`config.mk`:
```
export PLATFORM = sky130hd
export DESIGN_NAME = serial2parallel_sync
export DESIGN_NICKNAME = d
export VERILOG_FILES = /design/src/rtl/serial2parallel_sync.sv
export SDC_FILE = /design/constraint.sdc
export NUM_CORES = 1
export LEC_CHECK = 0
export ABC_AREA = 1
export BUFFER_PORTS_ARGS = -buffer_cell sky130_fd_sc_hd__buf_4
export CELL_PAD_IN_SITES_DETAIL_PLACEMENT = 0
export CELL_PAD_IN_SITES_GLOBAL_PLACEMENT = 2
export CORE_MARGIN = 1
export CORE_UTILIZATION = 29
export DETAILED_ROUTE_END_ITERATION = 6
export PLACE_DENSITY = 0.72
export RECOVER_POWER = 100
export SYNTH_ARGS = -nofsm -noshare
export SYNTH_HDL_FRONTEND = slang
export SYNTH_SLANG_ARGS = --single-unit
```
`constraint.sdc`:
```
create_clock -name clk_sig -period 1.5 [get_ports clk_sig]
set_clock_uncertainty 0.05 [all_clocks]
set_input_delay 0.45 -clock clk_sig [delete_from_list [all_inputs] [get_ports clk_sig]]
set_output_delay 0.45 -clock clk_sig [all_outputs]
set_load 0.005 [all_outputs]
```
`src/rtl/serial2parallel_sync.sv`:
```
// serial2parallel_sync
// Receive-side symbol framer. Hunts for SYNC_WORD in the serial code-bit
// stream, then regroups the following bits into WIDTH-bit symbols. Every
// FRAME_SYMS symbols it expects another sync word. A flywheel holds lock
// through isolated bad sync words and gives up after MAX_MISS in a row.
//
//   state     | meaning
//   ----------+-------------------------------------------------------
//   ST_HUNT   | sliding-window search for SYNC_WORD, no lock
//   ST_LOCKED | assembling payload symbols, strobing each one out
//   ST_CHECK  | collecting the SYNC_LEN bits that should be a sync word
module serial2parallel_sync #(
  parameter int                  WIDTH      = 2,
  parameter int                  SYNC_LEN   = 8,
  parameter logic [SYNC_LEN-1:0] SYNC_WORD  = 8'hB8,
  parameter int                  FRAME_SYMS = 16,
  parameter int                  MAX_MISS   = 3
) (
  input  logic             clk_sig,
  input  logic             reset_sig,
  input  logic             serial_sig,
  input  logic             bit_valid_sig,
  output logic [WIDTH-1:0] parallel_sig,
  output logic             parallel_valid_sig,
  output logic             locked_sig,
  output logic             sync_miss_sig
);

  localparam int FW = $clog2(SYNC_LEN + 1);
  localparam int BW = (WIDTH > 2) ? $clog2(WIDTH) : 1;
  localparam int SW = (FRAME_SYMS > 2) ? $clog2(FRAME_SYMS) : 1;
  localparam int MW = $clog2(MAX_MISS + 1);

  localparam logic [FW-1:0] FILL_FULL  = FW'(SYNC_LEN);
  localparam logic [FW-1:0] FILL_LAST  = FW'(SYNC_LEN - 1);
  localparam logic [BW-1:0] BIT_LAST   = BW'(WIDTH - 1);
  localparam logic [SW-1:0] SYM_LAST   = SW'(FRAME_SYMS - 1);
  localparam logic [MW-1:0] MISS_LIMIT = MW'(MAX_MISS);

  typedef enum logic [1:0] {
    ST_HUNT   = 2'd0,
    ST_LOCKED = 2'd1,
    ST_CHECK  = 2'd2
  } state_t;

  state_t state_q, state_d;

  // Only the bits that survive the next shift are stored; the bit that
  // would fall off the top is never needed, so each register is one short
  // and the full window is formed with the incoming bit appended.
  logic [SYNC_LEN-2:0] sync_q, sync_d;
  logic [WIDTH-2:0]    sym_q, sym_d;
  logic [FW-1:0]       fill_q, fill_d;
  logic [BW-1:0]       bit_cnt_q, bit_cnt_d;
  logic [SW-1:0]       sym_cnt_q, sym_cnt_d;
  logic [MW-1:0]       miss_cnt_q, miss_cnt_d;
  logic [WIDTH-1:0]    par_q, par_d;
  logic                pvalid_q, pvalid_d;
  logic                miss_q, miss_d;

  logic [SYNC_LEN-1:0] sync_win;
  logic [WIDTH-1:0]    sym_win;

  assign sync_win = {sync_q, serial_sig};
  assign sym_win  = {sym_q, serial_sig};

  // Next-state and output decode; nothing advances without a valid bit
  always_comb begin
    logic [FW-1:0] fill_next;
    logic [MW-1:0] miss_inc;

    state_d    = state_q;
    sync_d     = sync_q;
    sym_d      = sym_q;
    fill_d     = fill_q;
    bit_cnt_d  = bit_cnt_q;
    sym_cnt_d  = sym_cnt_q;
    miss_cnt_d = miss_cnt_q;
    par_d      = par_q;
    pvalid_d   = 1'b0;
    miss_d     = 1'b0;
    fill_next  = (fill_q == FILL_FULL) ? fill_q : fill_q + 1'b1;
    miss_inc   = miss_cnt_q + 1'b1;

    if (bit_valid_sig) begin
      case (state_q)
        ST_HUNT: begin
          sync_d = sync_win[SYNC_LEN-2:0];
          fill_d = fill_next;
          if ((fill_next == FILL_FULL) && (sync_win == SYNC_WORD)) begin
            state_d    = ST_LOCKED;
            bit_cnt_d  = '0;
            sym_cnt_d  = '0;
            miss_cnt_d = '0;
            sym_d      = '0;
          end
        end

        ST_LOCKED: begin
          sym_d = sym_win[WIDTH-2:0];
          if (bit_cnt_q == BIT_LAST) begin
            par_d     = sym_win;
            pvalid_d  = 1'b1;
            bit_cnt_d = '0;
            if (sym_cnt_q == SYM_LAST) begin
              sym_cnt_d = '0;
              state_d   = ST_CHECK;
              sync_d    = '0;
              fill_d    = '0;
            end else begin
              sym_cnt_d = sym_cnt_q + 1'b1;
            end
          end else begin
            bit_cnt_d = bit_cnt_q + 1'b1;
          end
        end

        ST_CHECK: begin
          sync_d = sync_win[SYNC_LEN-2:0];
          fill_d = fill_q + 1'b1;
          if (fill_q == FILL_LAST) begin
            fill_d    = '0;
            sync_d    = '0;
            bit_cnt_d = '0;
            sym_cnt_d = '0;
            sym_d     = '0;
            if (sync_win == SYNC_WORD) begin
              miss_cnt_d = '0;
              state_d    = ST_LOCKED;
            end else begin
              miss_d = 1'b1;
              if (miss_inc == MISS_LIMIT) begin
                miss_cnt_d = '0;
                state_d    = ST_HUNT;
              end else begin
                miss_cnt_d = miss_inc;
                state_d    = ST_LOCKED;
              end
            end
          end
        end

        default: begin
          state_d = ST_HUNT;
          fill_d  = '0;
          sync_d  = '0;
        end
      endcase
    end
  end

  // State and datapath registers with synchronous reset
  always_ff @(posedge clk_sig) begin
    if (reset_sig) begin
      state_q    <= ST_HUNT;
      sync_q     <= '0;
      sym_q      <= '0;
      fill_q     <= '0;
      bit_cnt_q  <= '0;
      sym_cnt_q  <= '0;
      miss_cnt_q <= '0;
      par_q      <= '0;
      pvalid_q   <= 1'b0;
      miss_q     <= 1'b0;
    end else begin
      state_q    <= state_d;
      sync_q     <= sync_d;
      sym_q      <= sym_d;
      fill_q     <= fill_d;
      bit_cnt_q  <= bit_cnt_d;
      sym_cnt_q  <= sym_cnt_d;
      miss_cnt_q <= miss_cnt_d;
      par_q      <= par_d;
      pvalid_q   <= pvalid_d;
      miss_q     <= miss_d;
    end
  end

  assign parallel_sig       = par_q;
  assign parallel_valid_sig = pvalid_q;
  assign sync_miss_sig      = miss_q;
  assign locked_sig         = (state_q != ST_HUNT);

endmodule

```
==> results.json, run 1 <==
{
  "status": "finished with violations",
  "failed_checks": "negative setup slack",
  "rows": 23,
  "drive_above_1_share": 0.358,
  "drt_pre_antenna_iters": 4,
  "cts_tree": "yes",
  "drtIter0Drc": 51,
  "yosysUniqueCellTypes": 23,
  "fin_nets": 248,
  "h-tree-depth": 1,
  "slew_headroom": 0.757,
  "drt_wl_total_um": 3320,
  "route.detailed.drc": 0,
  "viasPerCell": 4.60,
  "ios": 9,
  "synthesis.nets": 204,
  "crit_end": "sym_cnt_q[2]$_SDFFE_PP0P_",
  "die_h_um": 68.7,
  "synthSimpleGateAreaFrac": 0.365,
  "fp.coreArea_um2": 4140,
  "placed_area_um2": 1610,
  "synth_top_cell_by_area": "dfxtp_1",
  "dp_hpwl_um": 2510,
  "p_leak_nw": 0.812,
  "grt_max_degree": 17,
  "synth_area_per_cell_um2": 6.55,
  "dp_cells": 279,
  "arrival_ns": 1.72,
  "cts_made_buffers": 3,
  "final_cell_mix": "54 x nand2_1, 32 x buf_4, 25 x inv_1, 19 x dfxtp_1",
  "rsz0062_at_grt": "yes",
  "syn_to_final_growth_pct": 44.8,
  "final_common_cell": "nand2_1",
  "syn-cell-area_um2": 1290,
  "muxShareOfSynthArea": 0,
  "startpoint_type": "flip-flop",
  "worst-r2r-cell-count": 13,
  "diodes": 0,
  "grt_pass1_wl_um": 6060,
  "synth_compound_area_frac": 0.112,
  "synth_fa_ha_area_frac": 0.0291,
  "die_x_um": 68.7,
  "grt_pass1_vias": 1356,
  "gp_congestion": 0.819,
  "peakVddDrop_mv": 0.456,
  "vias": 1333,
  "yosysWarningCount": 0,
  "tightest_slew_ns": 0.363,
  "cap_violations": 0,
  "die-area_um2": 4720,
  "powerDensity_nw_per_um2": 657,
  "cts-root-buf": "clkbuf_8",
  "synth-seq-cells": 25,
  "antenna_found_initial": 0,
  "gr-total-overflow": 0,
  "numPortBuffers": 8,
  "critical_path_required_ns": 1.63,
  "fin_crit_sh": 1.06,
  "antenna_left": 0,
  "timing.fmax_mhz": 628,
  "seq_area_frac_synth": 0.388,
  "yosys-top-cells-area": "dfxtp_1 39%, nand2_1 18%, inv_1 8.4%",
  "detail_route.wl_per_cell_um": 11.4,
  "synthCells": 197,
  "critPathKind": "flip-flop to flip-flop",
  "wl_met2_um": 1490,
  "top_layer": "met4",
  "wl_met1_um": 1720,
  "dr_wl_met3_um": 87,
  "holdCritPathClass": "flip-flop to flip-flop",
  "final-instance-count-excl-fill": 290,
  "crit_path_end_kind": "flip-flop",
  "cts_buffer_depth": 2,
  "synth_top_cell_area_share": 0.388,
  "clock_latency_ns": 0.27,
  "worst-r2r-setup-slack_ns": -0.09,
  "cts.sinks": 25,
  "start_util": 0.312,
  "grt_usage": 0.170,
  "crit_start": "fill_q[0]$_SDFFE_PP0P_",
  "r2r-end": "sym_cnt_q[2]$_SDFFE_PP0P_",
  "min_from": "sym_q$_SDFFE_PP0P_",
  "min_period_ns": 1.59,
  "clk_pin_slew_worst_paths_ns": 0.09,
  "synth_xor_area_frac": 0,
  "hold_viol_final": 0,
  "finalSetupViolCount": 10,
  "cts_hold_buf": 0,
  "synth_top_family_by_area": "simple AND/OR/NAND/NOR gates",
  "drv_slew": 0,
  "postLayoutCellArea_um2": 1870,
  "reg2reg_from": "fill_q[0]$_SDFFE_PP0P_",
  "crit_fanout": 7,
  "worst_slack_ns": -0.0931
}
power breakdown:
group	internal, mW	switching, mW
Combinational	0.0512	0.0677
Clock	0.195	0.235
Sequential	0.670	0.00938
Total	0.916	0.312
critical path: stages (launching register included):
cell     delay, ns
dfxtp_4       0.40
ha_4          0.15
inv_2         0.03
nand2_2       0.05
nand2_2       0.06
nand2_1       0.06
nand2_1       0.07
nor2_2        0.09
nand2_2       0.07
nand2_4       0.12
buf_4         0.13
nand4_1       0.09
nand2_1       0.08
nor2_1        0.05
worst min-delay path by stage:
stage,depth (start not counted),endpoint
2_1_floorplan,2,parallel_sig[1]$_SDFFE_PP0P_
3_3_place_gp,2,parallel_sig[1]$_SDFFE_PP0P_
3_5_place_dp,2,parallel_sig[1]$_SDFFE_PP0P_
4_1_cts,2,parallel_sig[1]$_SDFFE_PP0P_
5_1_grt,3,parallel_valid_sig$_SDFF_PP0_
6_report,2,parallel_sig[1]$_SDFFE_PP0P_
synth_stat cells:
| library cell | number |
|---|---|
| clkbuf_1 | 2 |
| ha_1 | 3 |
| inv_1 | 29 |
| nor3_2 | 1 |
| nand4_1 | 6 |
| dfxtp_1 | 25 |
| o21ai_0 | 4 |
| nor2_2 | 1 |
| nor2_1 | 19 |
| a21oi_4 | 1 |
| nor4_1 | 2 |
| a32o_1 | 1 |
| a21oi_1 | 17 |
| nor2_4 | 1 |
| buf_2 | 1 |
| inv_2 | 4 |
| nand3_1 | 10 |
| nand2_2 | 3 |
| o2111ai_1 | 1 |
| nor3_1 | 3 |
| o21ai_1 | 1 |
| nand3_2 | 1 |
| nand2_1 | 61 |
sequential cells by signal (all words and copies together) (netlist names), 2 cells and up:
name          flops
sync_q            7
fill_q            4
sym_cnt_q         4
miss_cnt_q        2
parallel_sig      2
state_q           2
repair_timing:
item	CTS	global route
gates resized for setup	28	18
endpoints found under the setup margin	20	25
setup buffers	8	3
pin swaps	18	14
gates cloned	0	0
endpoints found under the hold margin	0	0
kinds of logic after synthesis:
kind of cell / Yosys count
AND/OR/NAND/NOR: 108
buffers and inverters: 36
AO/OA/AOI/OAI: 25
flip-flops: 25
adder cells (fa/ha/maj): 3
routing by layer:
layer	vias up	GRT usage
met5	-	0
met4	0	0.0306
met3	2	0.0345
met2	14	0.286
met1	607	0.225
li1	710	-
stage by stage:
stage / utilization / TNS, ns / power [mW] / hold slack, ns / setup WS, ns
floorplan: - / 0 / 0.746 / 0.380 / 0.0333
global placement: 0.387 / -0.956 / 0.790 / 0.390 / -0.158
detailed placement: 0.387 / -1.43 / 0.790 / 0.399 / -0.211
CTS: 0.436 / -0.770 / 1.24 / 0.418 / -0.0941
global route: 0.451 / -2.83 / 1.29 / 0.446 / -0.215
finish: 0.451 / -0.329 / 1.23 / 0.413 / -0.0931
cell type report:
cell class / count / area, um^2
fillers: 445 / 2270
multi-input cells: 136 / 777
flip-flops and latches: 25 / 510
repair buffers: 42 / 338
inverters: 33 / 131
well taps: 50 / 62.6
clock buffers: 3 / 41.3
clock inverters: 1 / 8.76
(Power assumes the default switching activity.)
==> inputs of run 2 (changes only) <==
--- a/config.mk
+++ b/config.mk
@@ -9,6 +9,7 @@
 export BUFFER_PORTS_ARGS = -buffer_cell sky130_fd_sc_hd__buf_4
 export CELL_PAD_IN_SITES_DETAIL_PLACEMENT = 0
 export CELL_PAD_IN_SITES_GLOBAL_PLACEMENT = 2
+export CORE_ASPECT_RATIO = 1.25
 export CORE_MARGIN = 1
 export CORE_UTILIZATION = 29
 export DETAILED_ROUTE_END_ITERATION = 6
==> run 2 against run 1 <==
The flow still finishes with violations (negative setup slack). Wire length rose by 0.93%. Critical endpoint is now sym_cnt_q[1]$_SDFFE_PP0P_. Maximum frequency rose by 2.5%. Setup slack improved by 0.039 ns. Power fell by 3.0%. Combinational power rose by 5%. Critical path type unchanged. Clock-buffer cell count did not move. Sequential share of layout area rose by 0.52 points. Cell area fell by 1.1%.
==> results.json, run 2 (synthesized netlist as in run 1, its figures left out) <==
{
  "dp_cells": 286,
  "cts_tree": "yes",
  "detail_route.wl_per_cell_um": 11.3,
  "grt_max_degree": 15,
  "pre_cts_ws_ns": -0.187,
  "critPathKind": "flip-flop to flip-flop",
  "final_common_cell": "nand2_1",
  "p_leak_nw": 0.804,
  "vias": 1305,
  "grt_usage": 0.153,
  "clock_latency_ns": 0.26,
  "viasPerCell": 4.39,
  "cts-root-buf": "clkbuf_8",
  "critPathMaxStageDelay_ns": 0.38,
  "path_buf_inv": 0,
  "status": "finished with violations",
  "hold_viol_final": 0,
  "final_cell_mix": "56 x nand2_1, 35 x buf_4, 25 x inv_1, 18 x nor2_1, 18 x dfxtp_1",
  "min_period_ns": 1.55,
  "powerDensity_nw_per_um2": 645,
  "largest_reg_flops": 7,
  "cpMostUsedCell": "nand2_1",
  "gp_congestion": 0.805,
  "power_mw": 1.19,
  "top_regs": "sync_q x7, fill_q x4, sym_cnt_q x4",
  "startpoint_type": "flip-flop",
  "drtIter0Drc": 55,
  "top_register": "sync_q",
  "arrival_ns": 1.71,
  "dp_hpwl_um": 2500,
  "clk_pin_slew_worst_paths_ns": 0.08,
  "cts.sinks": 25,
  "cts_buffer_depth": 2,
  "worst_slack_ns": -0.0546,
  "cap_violations": 0,
  "drt_pre_antenna_iters": 4,
  "tightest_slew_ns": 0.455,
  "timing.fmax_mhz": 643,
  "holdWs_ns": 0.364,
  "rsz0062_at_grt": "yes",
  "cts_made_buffers": 3,
  "cp_cell_sequence": "ha_4, nand2_1, nand2_2, nand2_1, nand2_1, nor2_1, nand2_1, nand2_4, nand3_4, nand2_1, nand2_1, nor2_1",
  "die_h_um": 76.6,
  "drive_above_1_share": 0.344,
  "gr-total-overflow": 0,
  "critPathTopFamily": "simple AND/OR/NAND/NOR gates",
  "rows": 26,
  "numPortBuffers": 8,
  "cpMaxStageDelayCell": "dfxtp_4",
  "syn_to_final_growth_pct": 43.1,
  "slew_headroom": 0.694,
  "start_util": 0.310,
  "grt_pass1_wl_um": 5490,
  "cts_hold_buf": 0,
  "final_core_util": 0.444,
  "fp.coreArea_um2": 4160,
  "finalSetupViolCount": 9,
  "antenna_left": 0,
  "crit_path_end_kind": "flip-flop",
  "antenna_found_initial": 0,
  "placed_area_um2": 1620,
  "die-area_um2": 4730,
  "tns_ns": -0.262,
  "drv_slew": 0,
  "final-instance-count-excl-fill": 297,
  "fillCellCount": 469,
  "postLayoutCellArea_um2": 1850,
  "failed_checks": "negative setup slack",
  "diodes": 0,
  "ios": 9,
  "h-tree-depth": 1,
  "crit_fanout": 8,
  "peakVddDrop_mv": 0.329,
  "grt_pass1_vias": 1272,
  "drt_wl_total_um": 3350,
  "critical_path_required_ns": 1.65,
  "fin_crit_sh": 1.04,
  "die_x_um": 61.7,
  "fin_nets": 249,
  "holdCritPathClass": "input pin to flip-flop",
  "route.detailed.drc": 0
}
## run 2: layer usage
metal  GRT usage  routed length (um)
met5           0                   0
met4      0.0400                  18
met3      0.0204                  47
met2       0.269                1830
met1       0.188                1450
## run 2: path summary, 6_finish.rpt
kind / start / endpoint / slack, ns / cells after the start
worst max-delay path: fill_q[0]$_SDFFE_PP0P_ / sym_cnt_q[1]$_SDFFE_PP0P_ / -0.05 / 12
worst min-delay path: reset_sig / parallel_valid_sig$_SDFF_PP0_ / 0.36 / 2
worst max register to register: fill_q[0]$_SDFFE_PP0P_ / sym_cnt_q[1]$_SDFFE_PP0P_ / -0.05 / 12
worst min register to register: sym_q$_SDFFE_PP0P_ / parallel_sig[1]$_SDFFE_PP0P_ / 0.41 / 2
## run 2: layout make-up
class | count | area, um^2 | share of cell area
Tap cell | 56 | 70.1 | 0.0379
Inverter | 33 | 131 | 0.0711
Sequential cell | 25 | 514 | 0.278
Clock buffer | 3 | 41.3 | 0.0223
Timing Repair Buffer | 43 | 338 | 0.183
Multi-Input combinational cell | 136 | 748 | 0.405
Clock inverter | 1 | 5.00 | 0.00271
## run 2: power by group
group	leakage [nW]	internal [mW]	switching (mW)
logic	0.573	0.0574	0.0673
clock network	0.0255	0.185	0.203
registers	0.206	0.668	0.00972
## run 2: repair_timing
action	4_1_cts	5_1_grt
gates resized for setup	22	19
endpoints found under the setup margin	20	22
setup buffers	5	2
pin swaps	12	17
